`src/rtl/alu_operand_fetch_pkg.sv`:
```
// Shared types for the ALU operand-fetch block: operand source encodings,
// fetch FSM states and the operand-index width helper.
package alu_operand_fetch_pkg;

  localparam int SRC_W = 3;

  // Encodings 4..7 are illegal and flag out_err.
  typedef enum logic [SRC_W-1:0] {
    SRC_MEM_ADDR  = 3'd0,
    SRC_IMMEDIATE = 3'd1,
    SRC_INDIRECT  = 3'd2,
    SRC_REG       = 3'd3
  } data_src_t;

  typedef enum logic [2:0] {
    IDLE,
    RESOLVE,
    ISSUE,
    WAIT,
    DONE
  } fetch_state_t;

  function automatic int op_idx_width(input int n_ops);
    return (n_ops > 1) ? $clog2(n_ops) : 1;
  endfunction

endpackage

```
`src/rtl/mem_rd_tracker.sv`:
```
// Single-outstanding data-memory read engine: issues a one-cycle strobe,
// counts the fixed read latency and pulses rsp_valid with the returned word.
module mem_rd_tracker #(
  parameter int WIDTH       = 8,
  parameter int ADDR_WIDTH  = 8,
  parameter int MEM_LATENCY = 1
) (
  input  logic                  clk,
  input  logic                  abort,
  input  logic                  start,
  input  logic [ADDR_WIDTH-1:0] start_addr,
  output logic                  mem_rd_en,
  output logic [ADDR_WIDTH-1:0] mem_rd_addr,
  input  logic [WIDTH-1:0]      mem_rd_data,
  output logic                  rsp_valid,
  output logic [WIDTH-1:0]      rsp_data
);

  localparam int CNT_W = $clog2(MEM_LATENCY + 1);

  logic [CNT_W-1:0] cnt;

  // The counter loads behind the strobe and expires in the cycle the data is valid.
  always_ff @(posedge clk) begin
    if (abort) begin
      mem_rd_en   <= 1'b0;
      mem_rd_addr <= '0;
      cnt         <= '0;
    end else begin
      mem_rd_en <= start;
      if (start) begin
        mem_rd_addr <= start_addr;
      end
      if (mem_rd_en) begin
        cnt <= CNT_W'(MEM_LATENCY);
      end else if (cnt != '0) begin
        cnt <= cnt - 1'b1;
      end
    end
  end

  assign rsp_valid = !abort && (cnt == CNT_W'(1));
  assign rsp_data  = mem_rd_data;

endmodule

```
`src/rtl/alu_operand_fetch.sv`:
```
// Multi-cycle operand fetch between decode and ALU: resolves N_OPS operands in
// order from immediate, register, direct or indirect memory addressing.
module alu_operand_fetch
  import alu_operand_fetch_pkg::*;
#(
  parameter int WIDTH       = 8,
  parameter int ADDR_WIDTH  = 8,
  parameter int N_OPS       = 2,
  parameter int MEM_LATENCY = 1
) (
  input  logic                     clk,
  input  logic                     rst_n,
  input  logic                     req_valid,
  output logic                     req_ready,
  input  logic [N_OPS*SRC_W-1:0]   req_src,
  input  logic [N_OPS*WIDTH-1:0]   req_operand,
  input  logic [N_OPS*WIDTH-1:0]   rf_data,
  output logic                     mem_rd_en,
  output logic [ADDR_WIDTH-1:0]    mem_rd_addr,
  input  logic [WIDTH-1:0]         mem_rd_data,
  output logic                     out_valid,
  input  logic                     out_ready,
  output logic [N_OPS*WIDTH-1:0]   out_data,
  output logic                     out_err
);

  localparam int OP_IDX_W = op_idx_width(N_OPS);

  fetch_state_t          state, state_nxt;
  logic [OP_IDX_W-1:0]   idx;
  data_src_t             src_q  [N_OPS];
  logic [WIDTH-1:0]      opnd_q [N_OPS];
  logic [WIDTH-1:0]      rf_q   [N_OPS];
  logic [WIDTH-1:0]      res_q  [N_OPS];
  logic                  err_q;
  logic                  second_q;

  logic                  accept;
  logic                  cur_last;
  logic                  is_mem;
  logic                  need_ptr;
  logic                  op_done;
  logic                  rd_start;
  logic [ADDR_WIDTH-1:0] rd_addr;
  logic                  rsp_valid;
  logic [WIDTH-1:0]      rsp_data;
  data_src_t             cur_src;
  logic [WIDTH-1:0]      cur_opnd;
  logic [WIDTH-1:0]      cur_rf;

  // A data word becomes an address by truncation or zero extension.
  function automatic logic [ADDR_WIDTH-1:0] to_addr(input logic [WIDTH-1:0] w);
    return ADDR_WIDTH'(w);
  endfunction

  assign req_ready = rst_n && (state == IDLE);
  assign accept    = req_valid && req_ready;
  assign out_valid = (state == DONE);
  assign out_err   = err_q;

  assign cur_src  = src_q[idx];
  assign cur_opnd = opnd_q[idx];
  assign cur_rf   = rf_q[idx];
  assign cur_last = (idx == OP_IDX_W'(N_OPS - 1));
  assign is_mem   = (cur_src == SRC_MEM_ADDR) || (cur_src == SRC_INDIRECT);
  assign need_ptr = (cur_src == SRC_INDIRECT) && !second_q;
  assign op_done  = ((state == RESOLVE) && !is_mem) ||
                    ((state == WAIT) && rsp_valid && !need_ptr);

  always_comb begin
    // NOTE: every output of this block gets a default first, so no path can infer a latch.
    state_nxt = state;
    rd_start  = 1'b0;
    rd_addr   = '0;
    case (state)
      IDLE: begin
        if (req_valid) state_nxt = RESOLVE;
      end
      RESOLVE: begin
        if (is_mem) begin
          state_nxt = ISSUE;
          rd_start  = 1'b1;
          rd_addr   = to_addr(cur_opnd);
        end else begin
          state_nxt = cur_last ? DONE : RESOLVE;
        end
      end
      ISSUE: state_nxt = WAIT;
      WAIT: begin
        if (rsp_valid) begin
          if (need_ptr) begin
            state_nxt = ISSUE;
            rd_start  = 1'b1;
            rd_addr   = to_addr(rsp_data);
          end else begin
            state_nxt = cur_last ? DONE : RESOLVE;
          end
        end
      end
      DONE: begin
        if (out_ready) state_nxt = IDLE;
      end
      default: state_nxt = IDLE;
    endcase
  end

  // NOTE: state is updated with non-blocking assignments so every flop sees pre-edge values.
  always_ff @(posedge clk) begin
    if (!rst_n) begin
      state    <= IDLE;
      idx      <= '0;
      err_q    <= 1'b0;
      second_q <= 1'b0;
      for (int i = 0; i < N_OPS; i++) res_q[i] <= '0;
    end else begin
      state <= state_nxt;
      if (accept) begin
        idx      <= '0;
        err_q    <= 1'b0;
        second_q <= 1'b0;
        for (int i = 0; i < N_OPS; i++) res_q[i] <= '0;
      end else begin
        if (state == RESOLVE) begin
          case (cur_src)
            SRC_IMMEDIATE:              res_q[idx] <= cur_opnd;
            SRC_REG:                    res_q[idx] <= cur_rf;
            SRC_MEM_ADDR, SRC_INDIRECT: ;
            default: begin
              res_q[idx] <= '0;
              err_q      <= 1'b1;
            end
          endcase
        end
        // The first word of an indirect fetch is only a pointer.
        if ((state == WAIT) && rsp_valid) begin
          if (need_ptr) begin
            second_q <= 1'b1;
          end else begin
            res_q[idx] <= rsp_data;
            second_q   <= 1'b0;
          end
        end
        if (op_done && !cur_last) idx <= idx + 1'b1;
      end
    end
  end

  // NOTE: request payload registers carry no reset; they are always loaded on accept before use.
  always_ff @(posedge clk) begin
    if (accept) begin
      for (int i = 0; i < N_OPS; i++) begin
        src_q[i]  <= data_src_t'(req_src[i*SRC_W +: SRC_W]);
        opnd_q[i] <= req_operand[i*WIDTH +: WIDTH];
        rf_q[i]   <= rf_data[i*WIDTH +: WIDTH];
      end
    end
  end

  for (genvar g = 0; g < N_OPS; g++) begin : g_out
    assign out_data[g*WIDTH +: WIDTH] = res_q[g];
  end

  mem_rd_tracker #(
    .WIDTH       (WIDTH),
    .ADDR_WIDTH  (ADDR_WIDTH),
    .MEM_LATENCY (MEM_LATENCY)
  ) u_rd (
    .clk         (clk),
    .abort       (!rst_n),
    .start       (rd_start),
    .start_addr  (rd_addr),
    .mem_rd_en   (mem_rd_en),
    .mem_rd_addr (mem_rd_addr),
    .mem_rd_data (mem_rd_data),
    .rsp_valid   (rsp_valid),
    .rsp_data    (rsp_data)
  );

endmodule

```
`config.mk`:
```
export PLATFORM = sky130hd
export DESIGN_NAME = alu_operand_fetch
export DESIGN_NICKNAME = d
export VERILOG_FILES = /design/src/rtl/alu_operand_fetch_pkg.sv /design/src/rtl/mem_rd_tracker.sv /design/src/rtl/alu_operand_fetch.sv
export SDC_FILE = /design/constraint.sdc
export NUM_CORES = 1
export LEC_CHECK = 0
export ABC_CLOCK_PERIOD_IN_PS = 6600
export CAP_MARGIN = 20
export CORE_AREA = 2 2 86 88
export DETAILED_ROUTE_END_ITERATION = 8
export DIE_AREA = 0 0 88 90
export GPL_ROUTABILITY_DRIVEN = 0
export HOLD_SLACK_MARGIN = 0.1
export PLACE_DENSITY_LB_ADDON = 0.25
export SLEW_MARGIN = 10
export SYNTH_ARGS = -nofsm -noshare
export SYNTH_HDL_FRONTEND = slang
export SYNTH_SLANG_ARGS = --single-unit
export TNS_END_PERCENT = 100
```
`constraint.sdc`:
```
create_clock -name clk -period 6.6 [get_ports clk]
set_input_delay 1.32 -clock clk [delete_from_list [all_inputs] [get_ports clk]]
set_output_delay 1.32 -clock clk [all_outputs]
set_load 0.05 [all_outputs]
```
Word-level counts from Yosys, hierarchy flattened
Memory sizes are Yosys's and may differ from the RTL's. A register that Yosys moved wholly into a read port is not among the register bits.
Cells that the tools add are included.
{"block": "word_totals", "register_bits": 16, "mem_bits_rw": 54, "in_bits": 50, "out_inout_bits": 28, "word_cells": 107, "mem_count": 4}
{"memory": "opnd_q", "depth": 2, "width": 8, "rd": 1, "rd_clocked_by_memory_dff": 1, "write_ports": 2, "line": "alu_operand_fetch.sv:32", "text": "logic [WIDTH-1:0] opnd_q [N_OPS];"}
{"memory": "res_q", "depth": 2, "width": 8, "rd": 2, "rd_clocked_by_memory_dff": 0, "write_ports": 2, "line": "alu_operand_fetch.sv:34", "text": "logic [WIDTH-1:0] res_q [N_OPS];"}
{"memory": "rf_q", "depth": 2, "width": 8, "rd": 1, "rd_clocked_by_memory_dff": 1, "write_ports": 2, "line": "alu_operand_fetch.sv:33", "text": "logic [WIDTH-1:0] rf_q [N_OPS];"}
{"memory": "src_q", "depth": 2, "width": 3, "rd": 1, "rd_clocked_by_memory_dff": 1, "write_ports": 2, "line": "alu_operand_fetch.sv:31", "text": "data_src_t src_q [N_OPS];"}
{"block": "op_classes", "add_sub_neg": 2, "eq_ne": 10, "muxes": 56, "bitwise": 7, "reduce_logical": 21}
{"operator": "two-way mux 8 bit", "count": 9}
{"operator": "two-way mux 1 bit", "count": 38}
{"operator": "two-way mux 3 bit", "count": 6}
{"operator": "one-hot mux 8 bit (2 select lines)", "count": 1}
{"operator": "one-hot mux 3 bit (5 select lines)", "count": 1}
{"operator": "equality test 3 x 2 -> 1 bit (second input constant)", "count": 4}
{"operator": "logical AND 1 bit", "count": 8}
{"operator": "OR reduction 8 bit", "count": 1}
{"operator": "equality test 3 x 1 -> 1 bit (second input constant)", "count": 2}
{"operator": "logical NOT 3 bit", "count": 2}
{"operator": "OR 1 bit", "count": 5}
{"operator": "logical NOT 1 bit", "count": 4}
{"operator": "inequality test 2 bit (second input constant)", "count": 2}
{"operator": "OR reduction 4 bit", "count": 1}
{"operator": "equality test 3 bit (second input constant)", "count": 1}
{"operator": "AND reduction 3 bit", "count": 1}
{"operator": "logical OR 1 bit", "count": 2}
{"operator": "inequality test 2 x 1 -> 1 bit (second input constant)", "count": 1}
{"operator": "NOT 1 bit", "count": 2}
{"operator": "one-hot mux 1 bit (2 select lines)", "count": 1}
{"operator": "AND reduction 2 bit", "count": 1}
{"operator": "OR reduction 2 bit", "count": 1}
{"operator": "adder 1 bit (second input constant)", "count": 1}
{"operator": "subtractor 1 bit (second input constant)", "count": 1}

Logic depth before layout (Yosys ltp)
Gate-level depths: netlist (run 1).
{"block": "depth", "ltp_word": 11, "mapped_depth": 6}

Cells and area by module
A second synthesis (run 1) with hierarchy kept.
{"block": "hier_totals", "hier_cells": 235, "area_unflattened_um2": 3191.8}
{"mod": "alu_operand_fetch", "n_inst": 1, "cells_per_inst": 196, "area_per_inst_um2": 2786.4}
{"mod": "mem_rd_tracker", "n_inst": 1, "cells_per_inst": 39, "area_per_inst_um2": 405.4}

Worst setup path before layout (run 1)
No wires, ideal clock.
{"block": "synth_path", "path_kind": "input -> register", "from": "input port rst_n", "to": "memory opnd_q[0][0] (enable)", "t_arrival_ns": 4.191, "setup_slack_ns": 2.011, "path_stages": 4, "path_buffers": 1, "path_cell_list": "buf_2 > inv_1 > nor4_1 > and2_1"}
{"item": "from (decl)", "line": "alu_operand_fetch.sv:12", "text": "input logic rst_n,"}
{"item": "to (decl)", "line": "alu_operand_fetch.sv:32"}

Worst setup path after layout (run 1)
{"block": "layout_path", "from": "input port rst_n", "to": "output port req_ready"}
{"block": "layout_between", "elab_chain_len": 1}
{"item": "logical AND 1 bit", "line": "alu_operand_fetch.sv:56", "text": "assign req_ready = rst_n && (state == IDLE);"}
{"item": "to (decl)", "line": "alu_operand_fetch.sv:14", "text": "output logic req_ready,"}
Every way passes these cells.

==> results.py, run 1 <==
metrics = {
    "outcome": {
        "status": "finished, final reports clean",
    },
    "route": {
        "top_layer": "met4",
        "drtAntennaViolNets": 0,
        "avgRoutedWirePerCell_um": 16.01,
        "wl_met1_um": 2745,
        "route.vias.total": 2019,
        "drc": 0,
        "met3WireLength_um": 357,
        "drtPass1Iterations": 4,
        "drt_iter0_markers": 152,
        "routed_wirelength_um": 6213,
        "vias_per_cell": 5.204,
        "met2WireLength_um": 2993,
    },
    "clock_tree": {
        "cts_tree": "yes",
        "htree_levels": 3,
        "cts_root_buffer": "clkbuf_8",
        "clockBufferDepth": 2,
        "clkLatencyLatePin_ns": 0.33,
        "cts_setup_buffers": 0,
        "cts_sinks": 71,
        "hold_buffers": 0,
        "cts_buffers": 9,
        "post_cts_resized": 0,
        "clkTransAtPathRegs_ns": 0.07,
    },
    "logic_synthesis": {
        "async_flop_share": 0,
        "synth-seq-area-share": 0.6416,
        "synth_edf_count": 54,
        "synth_flop_cell": "edfxtp_1",
        "synth_area_mm2": 0.003058,
        "synth_warnings": 0,
        "synth_area_leaders": "edfxtp_1 53%, dfxtp_1 11%, mux2i_1 6.9%, a22o_1 4.6%, o32a_1 2.3%",
        "synth_fp_nets": 253,
        "synth_cells": 203,
        "yosysTopAreaCell": "edfxtp_1",
        "synth_top_area_frac": 0.5303,
        "synth_cell_types": 46,
        "avgSynthCellArea_um2": 15.06,
        "ys_ff_latch": 71,
    },
    "setup_path": {
        "critPathLaunchType": "input pin",
        "cp_slowest_stage_delay_ns": 0.86,
        "crit_required_ns": 5.28,
        "end_kind": "output port",
        "cp_num_buf_inv": 3,
        "critPathTopFamily": "buffers and inverters",
        "crit_top_cell": "clkdlybuf4s50_1",
        "crit_fanout": 11,
        "crit_slowest_cell": "clkdlybuf4s50_1",
        "arrival_ns": 3.54,
        "critPathKind": "in -> out",
        "path_cells": "clkdlybuf4s50_1 > inv_1 > nor4_1 > clkdlybuf4s50_1",
    },
    "sta": {
        "hold_violations": 0,
        "slew_headroom": 0.3228,
        "tightest_slew_ns": 1.003,
        "rsz0062_at_grt": "false",
        "period_minus_slack_ns": 4.859,
        "fmaxAchievable_ghz": 0.2058,
        "whs_ns": 0.4825,
        "finClkSkew_ns": 0.009022,
        "min_period_over_period": 0.7362,
        "drv_slew": 0,
        "setup_violations": 0,
        "tns_ns": 0,
    },
    "power_and_ir_drop": {
        "combPwrFrac": 0.198,
        "p_per_area_mw_per_mm2": 272.0,
        "max-vdd-ir-drop_uv": 210.2,
        "switching_share": 0.2686,
        "leakage_nw": 1.425,
        "p_clk_frac": 0.321,
        "p_int_w": 0.0008242,
        "total_power_w": 0.001127,
        "switchingPower_w": 0.0003026,
        "power_frac_seq": 0.481,
    },
    "grt": {
        "antenna_found_initial": 0,
        "gr-total-overflow": 0,
        "grt_pass1_wl_um": 10060,
        "grt_max_degree": 39,
        "grt_pass1_vias": 2001,
        "grtUsageTotal": 0.1669,
    },
    "die": {
        "dieWidth_um": 88,
        "io_pins": 78,
        "dieArea_mm2": 0.007920,
        "coreArea_mm2": 0.007020,
        "dieHeight_um": 90,
        "floorplan.initialDensity": 0.4356,
        "rows": 31,
    },
    "min_path": {
        "hold_class": "reg -> reg",
    },
    "placed_design": {
        "dp_hpwl_um": 4438,
        "port_buffers": 77,
    },
    "job": {
        "max-cap-violations": 0,
    },
    "cells_and_area": {
        "syn_to_final_growth_pct": 35.47,
        "antenna_cells": 0,
        "fin_nets": 334,
        "layout-drive-gt1-share": 0.1142,
        "fin_util": 0.5901,
    },
}
-- registers in the layout (all words and copies together) (netlist names), named ones only --
| register | flops |
|---|---|
| second_q | 1 |
| rf_q | 16 |
| src_q | 6 |
| u_rd.cnt | 1 |
| u_rd.mem_rd_en | 1 |
| out_err | 1 |
| state | 3 |
| res_q | 16 |
| cur_last | 1 |
| u_rd.mem_rd_addr | 8 |
| opnd_q | 16 |
-- Yosys cell counts (3+ instances only) --
cell type	number
edfxtp_1	54
mux2i_1	21
dfxtp_1	17
a22o_1	16
inv_1	12
a21oi_1	10
o211ai_1	8
o32a_1	7
buf_2	5
a31oi_1	3
mux2_2	3
o22ai_1	3
-- per-layer routing --
metal,track usage,up-vias
met4,0.08205,0
met5,0,-
met2,0.2431,71
li1,-,978
met1,0.2322,961
met3,0.03949,9
-- stage by stage --
step / worst slack [ns] / instance area [µm²] / std cells
6_report: 1.741 / 4143 / 388
5_1_grt: 1.597 / 4143 / 388
4_1_cts: 1.759 / 4143 / 388
3_5_place_dp: 1.772 / 3939 / 372
3_3_place_gp: 1.826 / 3911 / 371
2_1_floorplan: 2.011 / 3058 / 203
-- power by group through the flow --
| stage | sequential [W] | combinational, W | clock [W] |
|---|---|---|---|
| after global placement | 0.000554 | 0.000212 | 0 |
| after CTS | 0.000542 | 0.000224 | 0.000370 |
| after global routing | 0.000546 | 0.000236 | 0.000395 |
| after detailed placement | 0.000552 | 0.000223 | 0 |
| after floorplan | 0.000600 | 0.0000886 | 0 |
| final | 0.000542 | 0.000223 | 0.000362 |
-- cells in the final DEF (no fill, tap or decap), types with 2 or more instances in the layout --
cell,count
a21oi_1,10
a22o_1,16
a31oi_1,3
and2_1,2
bufinv_16,2
clkbuf_1,2
clkbuf_8,9
clkdlybuf4s50_1,77
clkinv_1,2
dfxtp_1,17
edfxtp_1,54
inv_1,12
mux2_2,3
mux2_4,2
mux2i_1,21
nand2_1,2
nand3b_1,2
nor2_1,2
nor3_2,2
nor4_4,2
o211ai_1,8
o211ai_4,2
o21ai_0,2
o21bai_1,2
o22ai_1,3
o32a_1,7
-- worst reg2reg max path: stages (launching register included) --
cell and delay (ns):
dfxtp_1 0.72, mux2_4 0.38, o211ai_4 0.21, a21boi_0 0.26
o21bai_1 0.69
-- area by class of cell --
class / instances / area, µm²
Clock inverter: 5 / 72.57
Sequential cell: 71 / 1962
Clock buffer: 11 / 131.4
Tap cell: 99 / 123.9
Timing Repair Buffer: 79 / 805.8
Inverter: 12 / 45.04
Fill cell: 598 / 2878
Multi-Input combinational cell: 111 / 1002
-- cells by family after synthesis --
family          count (synthesis)  synth area share
compound gates                 58            0.1538
buf+inv                        21           0.03068
flops                          71            0.6416
mux                            26           0.08961
simple gates                   27           0.08430
-- path summary, 6_finish.rpt --
kind | startpoint | cells past startpoint | endpoint | slack, ns
setup / recovery | rst_n | 4 | req_ready | 1.74
hold / removal | second_q | 2 | second_q | 0.48
setup reg to reg | flop | 4 | res_q[1][5] | 3.98
hold reg to reg | second_q | 2 | second_q | 0.48
Power figures use the tool's default switching activity.
==> run 2, diff against run 1 <==
--- a/config.mk
+++ b/config.mk
@@ -5,7 +5,7 @@
 export SDC_FILE = /design/constraint.sdc
 export NUM_CORES = 1
 export LEC_CHECK = 0
-export ABC_CLOCK_PERIOD_IN_PS = 6600
+export ABC_CLOCK_PERIOD_IN_PS = 5050
 export CAP_MARGIN = 20
 export CORE_AREA = 2 2 86 88
 export DETAILED_ROUTE_END_ITERATION = 8
==> constraint.sdc (replaced) <==
create_clock -name clk -period 5.05 [get_ports clk]
set_input_delay 1.01 -clock clk [delete_from_list [all_inputs] [get_ports clk]]
set_output_delay 1.01 -clock clk [all_outputs]
set_load 0.05 [all_outputs]
==> run 2 against run 1 <==
Net effect: total power up 37%; non-clock buffer count unchanged; cell area up 1.0%; critical path depth unchanged; final cell count unchanged; sequential cell count unchanged; die area unchanged; routed wire length down 2.5%; clock power up 50%; first-iteration DRC count down 25%; sequential power up 31%; highest routed layer unchanged; worst hold slack worse by 0.017 ns; largest cell class unchanged.
==> results.py, run 2 (synthesis results as in run 1) <==
metrics = {
    "cells_and_area": {
        "final_common_cell": "clkdlybuf4s50_1",
        "fin_nets": 334,
        "stdcell_count": 388,
        "layout-drive-gt1-share": 0.1280,
        "syn_to_final_growth_pct": 36.82,
        "top_regs": "opnd_q x16, res_q x16, rf_q x16",
        "antenna_cells": 0,
        "layout_common_cells": "77 x clkdlybuf4s50_1, 54 x edfxtp_1, 21 x mux2i_1, 17 x dfxtp_1, 16 x a22o_1",
        "fin_area_mm2": 0.004184,
    },
    "setup_path": {
        "cp_slowest_stage_delay_ns": 0.86,
        "arrival_ns": 3.17,
        "crit_slowest_cell": "clkdlybuf4s50_1",
        "path_cells": "clkdlybuf4s50_1 > inv_1 > nor4_1 > clkdlybuf4s50_1",
        "crit_fanout": 11,
        "critPathKind": "in -> out",
        "crit_required_ns": 4.04,
        "critPathTopFamily": "buffers and inverters",
        "critPathLaunchType": "input pin",
        "cp_num_buf_inv": 3,
        "crit_top_cell": "clkdlybuf4s50_1",
        "end_kind": "output port",
    },
    "die": {
        "dieHeight_um": 90,
        "rows": 31,
        "io_pins": 78,
        "dieArea_mm2": 0.007920,
        "floorplan.initialDensity": 0.4356,
        "coreArea_mm2": 0.007020,
        "dieWidth_um": 88,
    },
    "clock_tree": {
        "clkTransAtPathRegs_ns": 0.07,
        "hold_buffers": 0,
        "htree_levels": 3,
        "cts_sinks": 71,
        "cts_buffers": 9,
        "cts_root_buffer": "clkbuf_8",
        "cts_setup_buffers": 0,
        "cts_tree": "yes",
        "post_cts_resized": 0,
        "clkLatencyLatePin_ns": 0.33,
        "clockBufferDepth": 2,
    },
    "sta": {
        "hold_violations": 0,
        "period_minus_slack_ns": 4.175,
        "min_period_over_period": 0.8268,
        "slew_headroom": 0.3365,
        "drv_slew": 0,
        "tightest_slew_ns": 0.9824,
        "worst_slack_ns": 0.8748,
        "setup_violations": 0,
        "tns_ns": 0,
        "rsz0062_at_grt": "false",
        "fmaxAchievable_ghz": 0.2395,
        "finClkSkew_ns": 0.006403,
    },
    "power_and_ir_drop": {
        "switchingPower_w": 0.0003994,
        "leakage_nw": 1.445,
        "max-vdd-ir-drop_uv": 170.2,
        "power_frac_seq": 0.459,
        "total_power_w": 0.001542,
        "p_clk_frac": 0.353,
        "combPwrFrac": 0.188,
        "switching_share": 0.2591,
        "p_int_w": 0.001142,
        "p_per_area_mw_per_mm2": 368.5,
    },
    "placed_design": {
        "post-place-ws_ns": 0.8619,
        "dp_hpwl_um": 4438,
        "post_dp_cell_area_mm2": 0.003939,
        "placed_cells": 372,
        "port_buffers": 77,
    },
    "grt": {
        "grtUsageMet3": 0.03306,
        "grtUsageMet1": 0.2261,
        "grtUsageTotal": 0.1630,
        "busiest_layer": "met2",
        "grt_max_degree": 39,
        "grt_pass1_wl_um": 9777,
        "met2_usage": 0.2374,
        "antenna_found_initial": 0,
        "gr-total-overflow": 0,
        "grt_pass1_vias": 1950,
    },
    "job": {
        "max-cap-violations": 0,
    },
    "route": {
        "routed_wirelength_um": 6058,
        "drt_iter0_markers": 114,
        "drtPass1Iterations": 4,
        "vias_per_cell": 5.103,
        "drtAntennaViolNets": 0,
        "drc": 0,
        "avgRoutedWirePerCell_um": 15.61,
        "route.vias.total": 1980,
    },
    "outcome": {
        "status": "finished, final reports clean",
    },
    "min_path": {
        "hold_class": "reg -> reg",
    },
}
==> run 2: worst register-to-register path, cell delays in order, from the launching register on <==
cell	delay, ns
dfxtp_1	0.70
mux2_4	0.38
o211ai_4	0.21
a21boi_0	0.26
o21bai_1	0.67
==> run 2: area by class of cell <==
class	instances	area, µm²
fill	562	2836
sequential	71	1962
multi-input combinational	111	1002
timing repair buffer	79	805.8
clock buffer	10	137.6
tap	99	123.9
clock inverter	6	107.6
inverter	12	45.04
==> run 2: metrics by stage <==
step           hold WS [ns]    util
6_report             0.4660  0.5960
3_5_place_dp         0.4501  0.5610
4_1_cts              0.4666  0.5960
5_1_grt              0.4926  0.5960
2_1_floorplan        0.4363       -
3_3_place_gp         0.4429  0.5571
==> run 2: path summary, 6_finish.rpt <==
check	startpoint	end	slack, ns	cells past startpoint
max	rst_n	req_ready	0.87	4
min reg2reg	u_rd.mem_rd_en	u_rd.cnt	0.47	1
min	u_rd.mem_rd_en	u_rd.cnt	0.47	1
max reg2reg	flop	res_q[0][4]	2.46	4
==> run 2: power groups by stage <==
stage          Sequential (W)  Clock, W  Combinational [W]
2_1_floorplan        0.000784         0           0.000116
3_3_place_gp         0.000724         0           0.000277
3_5_place_dp         0.000721         0           0.000291
4_1_cts              0.000708  0.000557           0.000292
5_1_grt              0.000714  0.000583           0.000307
6_report             0.000708  0.000544           0.000290
==> run 2: routing by layer <==
layer | part of all wire | vias to the layer above
li1 | - | 974
met1 | 0.45 | 923
met2 | 0.47 | 69
met3 | 0.055 | 14
met4 | 0.027 | 0
met5 | 0 | -
